**config.mk**
```make
export PLATFORM = sky130hd
export DESIGN_NAME = timer_regs
export DESIGN_NICKNAME = d
export VERILOG_FILES = /design/src/rtl/timer_regs_pkg.sv /design/src/rtl/timer_flag_bit.sv /design/src/rtl/timer_regs.sv
export SDC_FILE = /design/constraint.sdc
export NUM_CORES = 1
export LEC_CHECK = 0
export CAP_MARGIN = 20
export CORE_UTILIZATION = 37
export DETAILED_ROUTE_END_ITERATION = 8
export PLACE_DENSITY = 0.82
export SETUP_SLACK_MARGIN = 0.5
export SKIP_CTS_REPAIR_TIMING = 1
export SLEW_MARGIN = 15
export SYNTH_ARGS = -nofsm -noshare
export SYNTH_HDL_FRONTEND = slang
export SYNTH_SLANG_ARGS = --single-unit
```
**constraint.sdc**
```tcl
create_clock -name tr_clk -period 2 [get_ports tr_clk]
set_input_delay 0.3 -clock tr_clk [delete_from_list [all_inputs] [get_ports tr_clk]]
set_output_delay 0.3 -clock tr_clk [all_outputs]
set_load 0.01 [all_outputs]
```
**src/rtl/timer_regs_pkg.sv**
```systemverilog
// Shared constants for the timer register block: one-hot selects, bit positions,
// reset values and writable-bit masks.
package timer_regs_pkg;

   localparam logic [2:0] SEL_TDR = 3'b001;
   localparam logic [2:0] SEL_TCR = 3'b010;
   localparam logic [2:0] SEL_TSR = 3'b100;

   localparam int unsigned TCR_LOAD_BIT    = 7;
   localparam int unsigned TCR_UP_DOWN_BIT = 5;
   localparam int unsigned TCR_EN_BIT      = 4;
   localparam int unsigned TCR_CKS_LSB     = 0;

   localparam int unsigned TSR_OVF_BIT = 0;
   localparam int unsigned TSR_UDF_BIT = 1;

   localparam logic [7:0] TDR_RESET = 8'h00;
   localparam logic [7:0] TCR_RESET = 8'h00;
   localparam logic [7:0] TSR_RESET = 8'h00;

   // Bits 6, 3 and 2 of TCR are reserved and never stored.
   localparam logic [7:0] TCR_WRITE_MASK = 8'hB3;
   localparam logic [7:0] TSR_FLAG_MASK  = 8'h03;

endpackage

```
**src/rtl/timer_flag_bit.sv**
```systemverilog
// One sticky status flag: event sets, write-1 clears, set wins over clear.
// Clear pulse output is only generated when TSR_CLEAR_FLAG_PULSE_EN is defined.
module timer_flag_bit
   import timer_regs_pkg::*;
(
   input  logic tr_clk,
   input  logic tr_reset_n,
   input  logic set_evt,
   input  logic clr_req,
   output logic flag,
   output logic clear_pulse
);

   always_ff @(posedge tr_clk or negedge tr_reset_n) begin
      if (!tr_reset_n) begin
         flag <= 1'b0;
      end else if (set_evt) begin
         flag <= 1'b1;
      end else if (clr_req) begin
         flag <= 1'b0;
      end
   end

`ifdef TSR_CLEAR_FLAG_PULSE_EN
   always_ff @(posedge tr_clk or negedge tr_reset_n) begin
      if (!tr_reset_n) begin
         clear_pulse <= 1'b0;
      end else begin
         clear_pulse <= clr_req;
      end
   end
`else
   assign clear_pulse = 1'b0;
`endif

endmodule

```
**src/rtl/timer_regs.sv**
```systemverilog
// Timer register file (TDR, TCR, TSR) on an APB-style write strobe.
// Optional TSR_CLEAR_FLAG_PULSE_EN enables the registered per-flag clear pulse.
module timer_regs
   import timer_regs_pkg::*;
(
   input  logic       tr_clk,
   input  logic       tr_reset_n,
   input  logic       tr_sel,
   input  logic       tr_write,
   input  logic       tr_enable,
   input  logic [2:0] tr_selected_reg,
   input  logic [7:0] tr_wdata,
   input  logic       tr_ready,
   input  logic       tr_ovf_flag,
   input  logic       tr_udf_flag,
   output logic [7:0] tr_tdr_rdata,
   output logic [7:0] tr_tcr_rdata,
   output logic [7:0] tr_tsr_rdata,
   output logic       tr_tcr_load,
   output logic       tr_tcr_up_down,
   output logic       tr_tcr_en,
   output logic [1:0] tr_tcr_cks,
   output logic [1:0] tr_tsr_clear_flag
);

   logic       wr_go;
   logic       wr_tdr;
   logic       wr_tcr;
   logic       wr_tsr;
   logic [7:0] tdr_q;
   logic [7:0] tcr_q;
   logic       ovf_q;
   logic       udf_q;

   assign wr_go  = tr_sel & tr_write & tr_enable & tr_ready;
   // Exact compare, so non-one-hot selects decode to nothing.
   assign wr_tdr = wr_go & (tr_selected_reg == SEL_TDR);
   assign wr_tcr = wr_go & (tr_selected_reg == SEL_TCR);
   assign wr_tsr = wr_go & (tr_selected_reg == SEL_TSR);

   always_ff @(posedge tr_clk or negedge tr_reset_n) begin
      if (!tr_reset_n) begin
         tdr_q <= TDR_RESET;
      end else if (wr_tdr) begin
         tdr_q <= tr_wdata;
      end
   end

   always_ff @(posedge tr_clk or negedge tr_reset_n) begin
      if (!tr_reset_n) begin
         tcr_q <= TCR_RESET;
      end else if (wr_tcr) begin
         tcr_q <= tr_wdata & TCR_WRITE_MASK;
      end
   end

   timer_flag_bit u_ovf_flag (
      .tr_clk      (tr_clk),
      .tr_reset_n  (tr_reset_n),
      .set_evt     (tr_ovf_flag),
      .clr_req     (wr_tsr & tr_wdata[TSR_OVF_BIT]),
      .flag        (ovf_q),
      .clear_pulse (tr_tsr_clear_flag[TSR_OVF_BIT])
   );

   timer_flag_bit u_udf_flag (
      .tr_clk      (tr_clk),
      .tr_reset_n  (tr_reset_n),
      .set_evt     (tr_udf_flag),
      .clr_req     (wr_tsr & tr_wdata[TSR_UDF_BIT]),
      .flag        (udf_q),
      .clear_pulse (tr_tsr_clear_flag[TSR_UDF_BIT])
   );

   assign tr_tdr_rdata   = tdr_q;
   assign tr_tcr_rdata   = tcr_q;
   assign tr_tsr_rdata   = {6'b000000, udf_q, ovf_q} & TSR_FLAG_MASK;
   assign tr_tcr_load    = tcr_q[TCR_LOAD_BIT];
   assign tr_tcr_up_down = tcr_q[TCR_UP_DOWN_BIT];
   assign tr_tcr_en      = tcr_q[TCR_EN_BIT];
   assign tr_tcr_cks     = tcr_q[TCR_CKS_LSB +: 2];

endmodule

```
==> impl_metrics.csv <==
group,metric,value,unit
logic_synthesis,synth.most_common_cell,"buf_4",
logic_synthesis,synth_top_area_cell,"dfrtp_1",
grt,antenna_found_initial,0,
clocking,clkTransAtPathRegs,0.09,ns
logic_synthesis,synth_warnings,0,
drt,vias,537,
drt,drtAntennaViolNets,0,
flow_run,max_cap_viol_count,0,
pwr,p_sw,0.000190,W
logic_synthesis,ys.flop_type,"dfrtp_1",
placed_design,place_area,1060,µm²
worst_setup_path,crit_slowest_cell,"clkdlybuf4s50_1",
timing,worst_slack,0.640,ns
timing,min_period,1.36,ns
logic_synthesis,synth_cell_types,12,
floorplan,die_height,47.0,µm
timing,drv_slew,0,
logic_synthesis,synthMuxAreaShare,19.6,%
grt,grt_pass1_wl,2.33,mm
timing,fmax,0.735,GHz
grt,grt-ovfl-total,0,
timing,grt_setup_unrepaired,"false",
min_path,holdCritPathClass,"in2async",
pwr,ir_drop,0.000359,V
timing,worstMarginPinSlew,0.667,ns
layout,multi_input_area,268,µm²
placed_design,dp_worst_setup_slack,0.354,ns
clocking,cts_sinks,15,
clocking,clockBufferDepth,2,
drt,routedWlPerCell,13.0,µm
floorplan,io_pins,50,
pwr,pwr-share-comb,28.1,%
logic_synthesis,syn_area_per_cell,12.5,µm²
floorplan,die_w,47.0,µm
floorplan,fp.dieArea,2210,µm²
timing,fin_skew,0,ns
grt,track_usage,16.1,%
timing,maxSlewHeadroom,55.4,%
outcome,status,"finished clean",
drt,route.detailed.drc,0,
drt,vias_per_cell,4.51,
pwr,p_total,0.000731,W
worst_setup_path,crit_chain,"clkdlybuf4s50_1 -> and4_2 -> nand2_2 -> mux2_2",
layout,final-seq-area,375,µm²
floorplan,initial_core_util,41.5,%
logic_synthesis,yosys.area_share.simple,9.03,%
timing,fin_tns_setup,0,ns
worst_setup_path,max_stage_delay,0.41,ns
logic_synthesis,synth-edff-count,0,
layout,nets,114,
logic_synthesis,yosys-top-cells-area,"dfrtp_1, mux2_2, buf_4, nand3_4, nor2_1",
drt,firstDrtPassIters,4,
worst_setup_path,crit_path_start_kind,"primary input",
timing,hold_violations,0,
grt,grt.busiest_layer,"met2",
pwr,p_per_area,642,nW/µm²
layout,drive_above_1_share,21.3,%
grt,grtUsageMet2,27.5,%
pwr,p_sw_share,26.1,%
logic_synthesis,ys_seq_elements,15,
timing,period_share,68.0,%
logic_synthesis,ys_seq_area_share,50.2,%
timing,finalSetupViolations,0,
logic_synthesis,synthesis.instances,60,
placed_design,dpl.hpwl,1.18,mm
worst_setup_path,arrival,1.52,ns
worst_setup_path,worst-setup-path-type,"in2reg",
drt,drt_iter0_markers,3,
pwr,p_int,0.000540,W
logic_synthesis,synth_adder_area_share,0,%
logic_synthesis,yosysTopAreaCellShare,50.2,%
placed_design,place.gp.congestion,0.867,
grt,grt_max_degree,16,
grt,grtUsageMet3,4.23,%
pwr,p_seq_share,48.7,%
logic_synthesis,synth_top_family_by_area,"multiplexers",
logic_synthesis,synth-compound-area-share,1.67,%
clocking,cts_buffers,3,
layout,num-fill-cells,146,
grt,grt_pass1_vias,487,
worst_setup_path,worstSetupEndpointType,"register",
placed_design,port_buffers,38,
layout,final_area,1140,µm²
layout,antenna_cells,0,
logic_synthesis,synth_xor_area_share,0,%
worst_setup_path,required,2.16,ns
floorplan,coreArea,1800,µm²
floorplan,rows,15,
clocking,h-tree-depth,1,
logic_synthesis,synthArstFlopShare,100,%
pwr,p_leak,0.771,nW
clocking,root_buffer,"clkbuf_4",
clocking,clkLatencyLatePin,0.28,ns
clocking,cts_tree,"built",
layout,area.growth.synth_to_final,52.2,%
logic_synthesis,synth_area,748,µm²
drt,drt_wl_total,1.55,mm
worst_setup_path,crit_fanout,8,
logic_synthesis,yosys-top-cells-count,"buf_4, dfrtp_1, mux2_2",
pwr,p_clk_share,23.2,%
grt,use_met1,17.7,%
==> final cells by class <==
class                      instances  area share [%]
timing repair buffer              38            37.8
sequential                        15            33.0
multi-input combinational         35            23.5
tap                               25            2.75
clock buffer                       4            2.31
inverter                           2           0.659
==> routing by layer <==
metal / vias up / share of wire, % / routed length [µm]
met2: 26 / 55 / 848
met5: - / 0 / 0
met4: 0 / 1.4 / 21
met1: 267 / 37 / 580
li1: 242 / - / -
met3: 2 / 6.5 / 101
==> per-stage QoR <==
step | std cells | hold WS [ns] | utilization, %
final | 119 | 0.419 | 63.2
after global routing | 119 | 0.469 | 63.2
after CTS | 119 | 0.441 | 60.4
after detailed placement | 115 | 0.491 | 59.0
after global placement | 115 | 0.487 | 59.0
after floorplan | 70 | 0.00441 | -
==> cells by family after synthesis <==
kind of cell,after synthesis
other cells,1
flops,15
buf+inv,20
compound gates,2
simple gates,9
mux,13
==> state kept, by name, summed over array words and instances, names as in the netlist <==
signal	count
u_udf_flag.flag	1
u_ovf_flag.flag	1
tr_tcr_rdata	5
tr_tdr_rdata	8
==> critical path: cells and delay by family <==
kind / cells / cell delay, ns
AND/OR/NAND/NOR: 2 / 0.45
multiplexers: 1 / 0.36
buffers and inverters: 1 / 0.41
==> power groups by stage <==
stage          logic (W)  clock network [W]  registers, W
2_1_floorplan  0.0000871                  0      0.000380
3_3_place_gp    0.000213                  0      0.000362
3_5_place_dp    0.000219                  0      0.000365
4_1_cts         0.000220           0.000178      0.000358
5_1_grt         0.000223           0.000191      0.000360
6_report        0.000205           0.000170      0.000356
==> worst paths after layout <==
check,cells past startpoint,startpoint,slack (ns),to
setup / recovery,4,tr_write,0.64,tr_tdr_rdata[3]
hold / removal,1,tr_reset_n,0.42,u_udf_flag.flag
setup reg to reg,1,tr_tcr_rdata[0],1.23,tr_tcr_rdata[0]
hold reg to reg,1,tr_tdr_rdata[5],0.50,tr_tdr_rdata[5]
max in group asynchronous,1,tr_reset_n,1.15,tr_tdr_rdata[6]
min in group tr_clk,1,tr_tdr_rdata[5],0.50,tr_tdr_rdata[5]
==> cell usage in the layout, fill, tap and decap left out, drive strengths merged, types with 2 or more instances in the layout <==
cell / count
dlymetal6s2s: 20
clkdlybuf4s50: 18
dfrtp: 15
mux2: 13
conb: 11
nor2: 4
clkbuf: 4
inv: 2
a31oi: 2
Note: power is estimated with default switching activity, not from simulation.
